==> config.mk <==
export PLATFORM = sky130hd
export DESIGN_NAME = adc_frame_sequencer
export DESIGN_NICKNAME = d
export VERILOG_FILES = /design/src/rtl/adc_seq_pkg.sv /design/src/rtl/adc_lane_shift.sv /design/src/rtl/adc_frame_sequencer.sv
export SDC_FILE = /design/constraint.sdc
export NUM_CORES = 1
export LEC_CHECK = 0
export CAP_MARGIN = 20
export CELL_PAD_IN_SITES_DETAIL_PLACEMENT = 0
export CELL_PAD_IN_SITES_GLOBAL_PLACEMENT = 2
export CORE_MARGIN = 4
export CORE_UTILIZATION = 25
export CTS_BUF_LIST = sky130_fd_sc_hd__clkbuf_4 sky130_fd_sc_hd__clkbuf_8
export DETAILED_ROUTE_END_ITERATION = 8
export PLACE_DENSITY_LB_ADDON = 0.1
export SLEW_MARGIN = 40
export SYNTH_ARGS = -nofsm -noshare
export SYNTH_HDL_FRONTEND = slang
export SYNTH_SLANG_ARGS = --single-unit
==> constraint.sdc <==
create_clock -name clk -period 3.3 [get_ports clk]
set_input_delay 0.825 -clock clk [delete_from_list [all_inputs] [get_ports clk]]
set_output_delay 0.825 -clock clk [all_outputs]
set_load 0.02 [all_outputs]
==> src/rtl/adc_seq_pkg.sv <==
// rtl/adc_seq_pkg.sv - shared state type, channel indices and defaults for the ADC frame sequencer
package adc_seq_pkg;

    typedef enum logic [1:0] {
        ST_IDLE,
        ST_CONV,
        ST_QUIET
    } seq_state_t;

    localparam int CH_CI  = 0;
    localparam int CH_CV  = 1;
    localparam int CH_LI  = 2;
    localparam int CH_LV  = 3;
    localparam int NUM_CH = 4;

    localparam int DEF_DATA_W    = 12;
    localparam int DEF_LEAD_BITS = 2;
    localparam int DEF_FRAME_LEN = 16;
    localparam int DEF_QUIET     = 2;
    localparam int DEF_PERIOD_W  = 16;

endpackage

==> src/rtl/adc_lane_shift.sv <==
// rtl/adc_lane_shift.sv - MSB-first serial-to-parallel shifter for one ADC lane
module adc_lane_shift #(
    parameter int DATA_W = 12
) (
    input  logic              clk,
    input  logic              reset_n,
    input  logic              shift_en,
    input  logic              sdata,
    output logic [DATA_W-1:0] word
);

    logic [DATA_W-1:0] sh;

    // word already contains the bit being shifted this cycle, so a frame whose
    // last low cycle carries the LSB is still captured complete
    assign word = shift_en ? {sh[DATA_W-2:0], sdata} : sh;

    always_ff @(posedge clk or negedge reset_n) begin
        if (!reset_n) begin
            sh <= '0;
        end else if (shift_en) begin
            sh <= word;
        end
    end

endmodule

==> src/rtl/adc_frame_sequencer.sv <==
// rtl/adc_frame_sequencer.sv - schedules ADC frames, drives ad_cs and deserialises four lanes
module adc_frame_sequencer
    import adc_seq_pkg::*;
#(
    parameter int DATA_W    = DEF_DATA_W,
    parameter int LEAD_BITS = DEF_LEAD_BITS,
    parameter int FRAME_LEN = DEF_FRAME_LEN,
    parameter int QUIET     = DEF_QUIET,
    parameter int PERIOD_W  = DEF_PERIOD_W
) (
    input  logic                clk,
    input  logic                reset_n,
    input  logic                enable,
    input  logic [PERIOD_W-1:0] period,
    input  logic                trig,
    output logic                ad_cs,
    input  logic [1:0]          ad_sdata_a,
    input  logic [1:0]          ad_sdata_b,
    output logic [DATA_W-1:0]   sample_ci,
    output logic [DATA_W-1:0]   sample_cv,
    output logic [DATA_W-1:0]   sample_li,
    output logic [DATA_W-1:0]   sample_lv,
    output logic                sample_valid,
    output logic                busy,
    output logic [7:0]          overrun_cnt,
    output logic [15:0]         frame_cnt
);

    localparam int CNT_MAX = (FRAME_LEN > QUIET) ? FRAME_LEN : QUIET;
    localparam int CNT_W   = $clog2(CNT_MAX + 1);
    localparam logic [CNT_W-1:0]    CONV_LAST  = CNT_W'(FRAME_LEN - 1);
    localparam logic [CNT_W-1:0]    QUIET_LAST = CNT_W'(QUIET - 1);
    localparam logic [CNT_W-1:0]    SHIFT_LO   = CNT_W'(LEAD_BITS);
    localparam logic [CNT_W-1:0]    SHIFT_HI   = CNT_W'(LEAD_BITS + DATA_W - 1);
    localparam logic [PERIOD_W-1:0] MIN_PERIOD = PERIOD_W'(FRAME_LEN + QUIET);

    seq_state_t          state, state_next;
    logic [CNT_W-1:0]    cnt, cnt_next;
    logic                pending, pending_next;
    logic [PERIOD_W-1:0] timer, eff_period;
    logic                enable_q, en_rise, en_fall, timer_fire, req;
    logic                start, ovr_inc, frame_done, shift_en;
    logic [NUM_CH-1:0]   lane_bit;
    logic [DATA_W-1:0]   lane_word [NUM_CH];

    assign en_rise    = enable & ~enable_q;
    assign en_fall    = ~enable & enable_q;
    assign timer_fire = enable & enable_q & (timer == '0);
    assign req        = en_rise | timer_fire | trig;
    assign eff_period = (period < MIN_PERIOD) ? MIN_PERIOD : period;
    assign shift_en   = (state == ST_CONV) && (cnt >= SHIFT_LO) && (cnt <= SHIFT_HI);
    assign busy       = (state != ST_IDLE);

    assign lane_bit[CH_CI] = ad_sdata_a[0];
    assign lane_bit[CH_CV] = ad_sdata_a[1];
    assign lane_bit[CH_LI] = ad_sdata_b[0];
    assign lane_bit[CH_LV] = ad_sdata_b[1];

    for (genvar g = 0; g < NUM_CH; g++) begin : g_lane
        adc_lane_shift #(.DATA_W(DATA_W)) u_lane (
            .clk      (clk),
            .reset_n  (reset_n),
            .shift_en (shift_en),
            .sdata    (lane_bit[g]),
            .word     (lane_word[g])
        );
    end

    always_ff @(posedge clk or negedge reset_n) begin
        if (!reset_n) begin
            enable_q <= 1'b0;
            timer    <= '0;
        end else begin
            enable_q <= enable;
            if (!enable) begin
                timer <= '0;
            end else if (en_rise || timer == '0) begin
                timer <= eff_period - PERIOD_W'(1);
            end else begin
                timer <= timer - PERIOD_W'(1);
            end
        end
    end

    always_comb begin
        state_next   = state;
        cnt_next     = cnt;
        pending_next = pending;
        start        = 1'b0;
        ovr_inc      = 1'b0;
        frame_done   = 1'b0;
        case (state)
            ST_IDLE:  start = req | pending;
            ST_CONV: begin
                if (cnt == CONV_LAST) begin
                    state_next = ST_QUIET;
                    cnt_next   = '0;
                    frame_done = 1'b1;
                end else begin
                    cnt_next = cnt + CNT_W'(1);
                end
            end
            ST_QUIET: begin
                if (cnt == QUIET_LAST) begin
                    state_next = ST_IDLE;
                    start      = req | pending;
                end else begin
                    cnt_next = cnt + CNT_W'(1);
                end
            end
            default:  state_next = ST_IDLE;
        endcase
        if (start) begin
            state_next = ST_CONV;
            cnt_next   = '0;
        end
        // one-deep pending: a request that finds it already full is lost
        if (req) begin
            if (pending) begin
                ovr_inc = 1'b1;
            end else if (!start) begin
                pending_next = 1'b1;
            end
        end
        if (start || en_fall) begin
            pending_next = 1'b0;
        end
    end

    always_ff @(posedge clk or negedge reset_n) begin
        if (!reset_n) begin
            state        <= ST_IDLE;
            cnt          <= '0;
            pending      <= 1'b0;
            ad_cs        <= 1'b1;
            sample_ci    <= '0;
            sample_cv    <= '0;
            sample_li    <= '0;
            sample_lv    <= '0;
            sample_valid <= 1'b0;
            overrun_cnt  <= '0;
            frame_cnt    <= '0;
        end else begin
            state        <= state_next;
            cnt          <= cnt_next;
            pending      <= pending_next;
            ad_cs        <= (state_next != ST_CONV);
            sample_valid <= frame_done;
            if (frame_done) begin
                sample_ci <= lane_word[CH_CI];
                sample_cv <= lane_word[CH_CV];
                sample_li <= lane_word[CH_LI];
                sample_lv <= lane_word[CH_LV];
                frame_cnt <= frame_cnt + 16'd1;
            end
            if (ovr_inc && overrun_cnt != 8'hFF) begin
                overrun_cnt <= overrun_cnt + 8'd1;
            end
        end
    end

endmodule

-- Word-level counts from Yosys, hierarchy flattened
Index checks and enable logic that the tools add are counted.
- $lt $le $gt $ge: 3
- bitwise logic cells: 9
- $add $sub $neg: 5
- multiplexer cells: 25
- equality and inequality tests: 7
- reduce and logical (&&, ||, !) cells: 11
- operator list (kind ; count):
    $mux W12 ; 4
    $mux W16 ; 3
    $sub A16 B1 Y16 const B ; 2
    $add A16 B1 Y16 const B ; 1
    $logic_not A16 Y1 ; 1
    $lt A16 B5 Y1 const B ; 1
    $mux W5 ; 3
    $pmux W5 S2 ; 1
    $mux W1 ; 9
    $add A8 B1 Y8 const B ; 1
    $ne A8 B8 Y1 const B ; 1
    $mux W2 ; 3
    $pmux W2 S3 ; 1
    $add A5 B1 Y5 const B ; 1
    $eq A5 B1 Y1 const B ; 1
    $eq A5 B4 Y1 const B ; 1
    $ge A5 B2 Y1 const B ; 1
    $le A5 B4 Y1 const B ; 1
    $and A1 B1 Y1 ; 4
    $reduce_bool A2 Y1 ; 2
    $logic_and A1 B1 Y1 ; 3
    $ne A3 B3 Y1 const B ; 1
    $or A1 B1 Y1 ; 3
    $reduce_bool A3 Y1 ; 1
    other kinds (8) ; 10
- word-level logic and storage cells: 77
- register bits: 147
- output and inout port bits: 75
- bits of input ports: 24

-- Longest topological paths before layout
Gate-level depths: netlist of the first run.
- depth in word-level cells: 11
- gate-level depth with buffers: 14
- depth with buffers taken out: 12

-- By module
From an unflattened synthesis of the first run, not the netlist that was laid out.
- cell total of the unflattened synthesis: 650
- area total of the unflattened synthesis: 7412.1 sq um
- modules (own cells, without submodules) (module ; times used ; cells an instance ; area an instance (sq um)):
    adc_frame_sequencer ; 1 ; 494 ; 4624.4
    adc_lane_shift ; 4 ; 39 ; 696.9

-- Worst setup path after synthesis of the first run
Ideal clock, no wire load.
- path type: input -> register
- start: in enable
- end: reg timer[10]
- arrival: 3476 ps
- stages: 12
- path buffers: 1
- slack: -297 ps
- data required time: 3180 ps
- path through: nor2b_1 -> buf_2 -> a21oi_1 -> nor3b_1 -> a21oi_1 -> ha_1 -> or4b_2 -> or3_1 -> a211oi_1 -> xnor2_1 -> nand2_1 -> o211a_1
- word-level cells in the longest chain between the ends: 4
- RTL lines (what ; line ; source):
    from (decl) ; adc_frame_sequencer.sv:13 ; input logic enable,
    $and A1 B1 Y1 ; adc_frame_sequencer.sv:46 ; assign en_rise = enable & ~enable_q;
    $logic_or A1 B1 Y1 ; adc_frame_sequencer.sv:77 ; end else if (en_rise || timer == '0) begin
    $mux W16 ; adc_frame_sequencer.sv:77 ;
    $mux W16 (*) ; adc_frame_sequencer.sv:75 ; if (!enable) begin
    to (signal assigned) ; adc_frame_sequencer.sv:78 ; timer <= eff_period - PERIOD_W'(1);
    to (signal assigned) ; adc_frame_sequencer.sv:80 ; timer <= timer - PERIOD_W'(1);
    to (decl) ; adc_frame_sequencer.sv:40 ; logic [PERIOD_W-1:0] timer, eff_period;
Every way passes the cells marked *; elsewhere a longest branch is shown, timed or not.
A chain may end at the register's enable or synchronous reset.

-- Worst setup path in the final report of the first run
Ends and elaborated chain as after synthesis.

==> flow_summary.yaml, run 1 <==
drt:
  vias_per_cell: 4.38
  vias: 4691
  postRouteWirelength_mm: 15.7
  drc: 0
  drtIter0Drc: 224
  first_pass_iters: 4
  antenna_left: 0
  wire_per_inst_um: 14.7
setup_path:
  path_buf_inv: 1
  required_ns: 3.63
  cp-end-kind: "flip-flop"
  worst_path_max_delay_cell: "clkdlybuf4s50_1"
  slowest_delay_ns: 0.49
  crit_family: "simple AND/OR/NAND/NOR gates"
  crit_chain: "clkdlybuf4s50_1 -> nor2b_2 -> a21oi_2 -> or3_1 -> o21ai_1 -> ha_2 -> or4b_4 -> or3_4 -> a211oi_2 -> xnor2_1 -> nand2_1 -> o211a_1"
  crit_fanout: 2
  start_kind: "primary input"
  arrival_ns: 3.60
  r2r_slack_ns: 0.11
  critical_path_class: "primary input to flip-flop"
floorplanning:
  chipHeight_um: 168
  dieWidth_um: 168
  placementRows: 58
  ios: 99
  initial_utilization_pct: 25.4
  die-area_um2: 28200
  core_area_um2: 25200
timing:
  fmax_mhz: 306
  final.setup.tns_ns: 0
  whs_ns: 0.366
  setup_viol: 0
  finalCritPeriodShare_pct: 99.2
  slew_headroom_pct: 50.8
  worst_pin_slew_ns: 0.738
  clock_skew_ns: 0.0119
  min_period_ns: 3.27
  final_hold_viol_count: 0
  finalMaxSlewViolations: 0
  grt_setup_unrepaired: "yes"
grt:
  antenna_found_initial: 0
  grt_max_degree: 89
  grt_pass1_vias: 5060
  grt_overflow: 0
  groute.usage.overall_pct: 11.5
  grt_pass1_wl_mm: 26.2
cts:
  numClockSinks: 147
  cts_root_buffer: "clkbuf_8"
  postCtsHoldBufs: 0
  cts_tree: "yes"
  clk_latency_ns: 0.43
  clk_pin_slew_ns: 0.09
  h-tree-depth: 4
  cts_inserted_buffers: 17
  cts_buffer_depth: 2
synthesis:
  async_reset_ff_share_pct: 100
  ys_ff_latch: 147
  yosysWarnings: 0
  yosys-mux-area-fraction_pct: 10.6
  syn-mean-instance-area_um2: 10.8
  ys_seq_area_share_pct: 57.5
  synth-simple-area-share_pct: 18.8
  synth_compound_area_share_pct: 5.61
  synthXorXnorAreaFrac_pct: 4.24
  synth_ff_type: "dfrtp_1"
  synth_top_family_by_area: "simple AND/OR/NAND/NOR gates"
  synth_nets: 623
  synth-edff-count: 0
  yosysUniqueCellTypes: 53
  yosys.area_share.adder_pct: 1.17
  synthCells: 593
  netlist_area_um2: 6400
final_layout:
  nets: 759
  num_antenna_cells: 0
  drive_gt1_share_pct: 20.8
  area_growth_pct: 31.8
  fin_area_um2: 8440
  fill_cells: 2569
placed_design:
  place.gp.congestion: 0.784
  numPortBuffers: 98
  dpl_cell_area_um2: 8040
  hpwl_mm: 10.7
run_status:
  status: "finished clean"
pwr:
  vdd_drop_max_mv: 0.381
  power-per-cell-area_nw_per_um2: 947
  cellLeakagePower_nw: 3.77
  finalPower_mw: 8.00
run:
  drv_cap: 0
worst_hold_path:
  hp-class: "primary input to async pin"
## worst reg2reg max path, delay by kind of cell, from the launching register on
family,cells,cell delay (ns)
and+or+nand+nor,6,1.80
xor gates and xnor gates,1,0.16
adders and majority gates,1,0.19
DFF,1,0.43
AOI/OAI and AO/OA,4,0.51
## final timing paths
check | start | endpoint | cells past startpoint
max | enable | timer[10] | 12
min | reset_n | timer[15] | 1
max reg2reg | timer[1] | timer[10] | 12
min reg2reg | frame_cnt[15] | frame_cnt[15] | 1
max in group asynchronous | reset_n | g_lane[0].u_lane.sh[2] | 2
min in group clk | frame_cnt[15] | frame_cnt[15] | 1
## cells by family after synthesis
family	after synthesis
multiplexers	61
flip-flops	147
adder cells (fa/ha/maj)	6
AO/OA/AOI/OAI	54
AND/OR/NAND/NOR	265
buffers and inverters	29
XOR/XNOR	31
## metal layers
metal | track usage (%) | part of all wire (%) | vias up
met3 | 3.45 | 4.0 | 12
met1 | 14.3 | 45 | 2327
li1 | - | - | 2282
met2 | 19.1 | 49 | 70
met4 | 3.67 | 1.3 | 0
met5 | 0 | 0 | -
## synth_stat cells, types with 5 or more instances
| cell type | number | area (µm²) |
|---|---|---|
| inv_1 | 6 | 22.5 |
| nand2_1 | 164 | 616 |
| a21oi_1 | 19 | 95.1 |
| ha_1 | 6 | 75.1 |
| dfrtp_1 | 146 | 3650 |
| nand4_1 | 7 | 43.8 |
| nor4_1 | 7 | 43.8 |
| nor2_1 | 26 | 97.6 |
| o21ai_0 | 8 | 40.0 |
| xor2_1 | 17 | 149 |
| mux2i_1 | 8 | 80.1 |
| buf_2 | 5 | 25.0 |
| clkbuf_1 | 14 | 52.6 |
| or3_1 | 5 | 31.3 |
| nor3_1 | 11 | 55.1 |
| xnor2_1 | 14 | 123 |
| mux2_2 | 53 | 597 |
| nand3_1 | 11 | 55.1 |
## stage by stage
| step | utilization (%) | setup WS, ns | instances |
|---|---|---|---|
| finish | 33.5 | 0.0267 | 1072 |
| global route | 33.5 | -0.0853 | 1072 |
| CTS | 33.3 | 0.0117 | 1071 |
| detailed placement | 31.9 | -0.517 | 1039 |
| global placement | 31.9 | -0.449 | 1039 |
| floorplan | - | -0.0135 | 593 |
## power breakdown
part / switching, mW / total [mW] / internal (mW)
combinational: 1.81 / 3.63 / 1.81
clock: 0.730 / 1.28 / 0.548
sequential: 0.498 / 3.09 / 2.59
total: 3.04 / 8.00 / 4.95
## layout make-up
type / count / area (µm²) / area share (%)
sequential: 147 / 3680 / 43.6
inverter: 7 / 26.3 / 0.311
multi-input combinational: 417 / 2650 / 31.4
timing repair buffer: 139 / 1320 / 15.6
clock inverter: 13 / 104 / 1.23
tap: 330 / 413 / 4.89
clock buffer: 19 / 249 / 2.95
## state kept, by name, summed over array words and instances, names as in the netlist, 8 cells and up
name,count
sample_ci,12
g_lane.u_lane.sh,48
timer,16
frame_cnt,16
sample_li,12
overrun_cnt,8
sample_lv,12
sample_cv,12
## cells in the final DEF (no fill, tap or decap), drive strengths merged, types with 5 or more instances in the layout
master           n
a21oi           19
buf             42
clkbuf          19
clkdlybuf4s50   92
clkinv           5
dfrtp          146
dlymetal6s2s     5
ha               6
inv             11
mux2            53
mux2i            8
nand2          164
nand3           11
nand4            7
nor2            26
nor3            12
nor4             8
o21ai            8
or3              5
xnor2           14
xor2            17
## timing repair
item | in CTS | in global routing
gates cloned | 0 | 0
setup endpoints to repair | 1 | 2
buffers inserted | 0 | 1
gates resized for setup | 2 | 11
pin swaps | 0 | 7
(Power assumes the default switching activity.)
==> run 2: changes to the inputs <==
--- a/config.mk
+++ b/config.mk
@@ -8,12 +8,11 @@
 export CAP_MARGIN = 20
 export CELL_PAD_IN_SITES_DETAIL_PLACEMENT = 0
 export CELL_PAD_IN_SITES_GLOBAL_PLACEMENT = 2
-export CORE_MARGIN = 4
 export CORE_UTILIZATION = 25
 export CTS_BUF_LIST = sky130_fd_sc_hd__clkbuf_4 sky130_fd_sc_hd__clkbuf_8
 export DETAILED_ROUTE_END_ITERATION = 8
 export PLACE_DENSITY_LB_ADDON = 0.1
-export SLEW_MARGIN = 40
+export SLEW_MARGIN = 20
 export SYNTH_ARGS = -nofsm -noshare
 export SYNTH_HDL_FRONTEND = slang
 export SYNTH_SLANG_ARGS = --single-unit
==> constraint.sdc (replaced) <==
create_clock -name clk -period 3.6 [get_ports clk]
set_input_delay 0.9 -clock clk [delete_from_list [all_inputs] [get_ports clk]]
set_output_delay 0.9 -clock clk [all_outputs]
set_load 0.02 [all_outputs]
==> flow_summary.yaml, run 2 (synthesis results as in run 1) <==
grt:
  grt_overflow: 0
  groute.usage.overall_pct: 12.5
  grt_pass1_vias: 4952
  grt_max_degree: 64
  antenna_found_initial: 0
  grt_pass1_wl_mm: 25.7
timing:
  worst_pin_slew_ns: 0.927
  min_period_ns: 3.49
  finalCritPeriodShare_pct: 96.8
  grt_setup_unrepaired: "no"
  clock_skew_ns: 0.0160
  slew_headroom_pct: 38.0
  fmax_mhz: 287
  whs_ns: 0.435
  setup_viol: 0
  finalMaxSlewViolations: 0
  final_hold_viol_count: 0
drt:
  drc: 0
  vias_per_cell: 4.36
  wire_per_inst_um: 14.2
  vias: 4663
  postRouteWirelength_mm: 15.2
  drtIter0Drc: 193
  first_pass_iters: 4
  antenna_left: 0
floorplanning:
  core_area_um2: 25200
  ios: 99
  chipHeight_um: 162
  dieWidth_um: 162
  die-area_um2: 26300
  placementRows: 58
  initial_utilization_pct: 25.4
cts:
  cts_inserted_buffers: 17
  cts_tree: "yes"
  cts_root_buffer: "clkbuf_8"
  numClockSinks: 147
  cts_buffer_depth: 2
  h-tree-depth: 4
  clk_latency_ns: 0.45
  clk_pin_slew_ns: 0.09
  postCtsHoldBufs: 0
final_layout:
  mostFrequentLayoutCell: "nand2_1"
  reg_top3: "g_lane.u_lane.sh: 48 flops, frame_cnt: 16 flops, timer: 16 flops"
  largest_reg_flops: 48
  mostFrequentLayoutCells: "nand2_1 (164), dfrtp_1 (146), clkdlybuf4s50_1 (86)"
  seqCellArea_um2: 3680
  nets: 757
  fin_area_um2: 8490
  drive_gt1_share_pct: 20.4
  regMostFlops: "g_lane.u_lane.sh"
  area_growth_pct: 32.6
  num_antenna_cells: 0
  multi_input_area_um2: 2650
  fill_cells: 2572
pwr:
  vdd_drop_max_mv: 0.368
  cellLeakagePower_nw: 3.84
  power-per-cell-area_nw_per_um2: 878
setup_path:
  required_ns: 3.93
  start_kind: "primary input"
  critical_path_class: "primary input to flip-flop"
  arrival_ns: 3.82
  path_buf_inv: 1
  cp-end-kind: "flip-flop"
  crit_family: "simple AND/OR/NAND/NOR gates"
  worst_path_max_delay_cell: "or4b_2"
  crit_fanout: 2
  crit_chain: "clkdlybuf4s50_1 -> or3_4 -> a21oi_4 -> nor3b_1 -> a21oi_1 -> ha_2 -> or4b_2 -> or3_1 -> a211oi_2 -> xnor2_1 -> nand2_1 -> o211a_1"
  slowest_delay_ns: 0.60
run:
  drv_cap: 0
placed_design:
  hpwl_mm: 10.3
  dpl_cell_area_um2: 7990
  place.gp.congestion: 0.809
  numPortBuffers: 98
run_status:
  status: "finished clean"
worst_hold_path:
  hp-class: "primary input to async pin"
## run 2: metrics by stage
stage / TNS (ns) / instances / utilization (%) / setup WS, ns / power (mW)
2_1_floorplan: 0 / 593 / - / 0.0281 / 4.88
5_1_grt: 0 / 1070 / 33.7 / 0.000507 / 8.02
6_report: 0 / 1070 / 33.7 / 0.114 / 7.46
3_5_place_dp: -1.63 / 1034 / 31.7 / -0.458 / 6.18
4_1_cts: 0 / 1066 / 33.3 / 0.00768 / 7.60
3_3_place_gp: -1.49 / 1034 / 31.7 / -0.452 / 6.15
## run 2: area by class of cell
cell class | count | area share, %
tap | 330 | 4.86
sequential | 147 | 43.3
timing repair buffer | 137 | 15.5
inverter | 7 | 0.309
clock inverter | 14 | 1.97
multi-input combinational | 417 | 31.2
clock buffer | 18 | 2.84
## run 2: layer usage
metal / routed length (µm) / vias to the layer above / track usage [%]
met5: 0 / - / 0
met4: 167 / 0 / 3.77
met3: 599 / 10 / 3.17
met2: 7380 / 73 / 20.5
met1: 7070 / 2297 / 16.0
li1: - / 2283 / -
## run 2: report_power, final
| group | internal, mW | switching, mW | total, mW |
|---|---|---|---|
| clock network | 0.649 | 0.711 | 1.36 |
| logic | 1.63 | 1.64 | 3.27 |
| registers | 2.37 | 0.454 | 2.83 |
| total | 4.65 | 2.81 | 7.46 |
## run 2: what timing repair did
item | CTS | global route
setup buffers | 0 | 4
endpoints found under the setup margin | 0 | 5
gates resized for setup | 0 | 20
## run 2: final timing paths
check                              startpoint            end  slack [ns]  cells after the start
worst max-delay path                period[2]      timer[10]        0.11                     12
worst min-delay path                  reset_n       timer[6]        0.44                      1
worst max register to register       timer[8]      timer[10]        0.25                     12
worst min register to register  frame_cnt[15]  frame_cnt[15]        0.47                      1
max in group asynchronous             reset_n          ad_cs        2.42                      2
min in group clk                frame_cnt[15]  frame_cnt[15]        0.47                      1
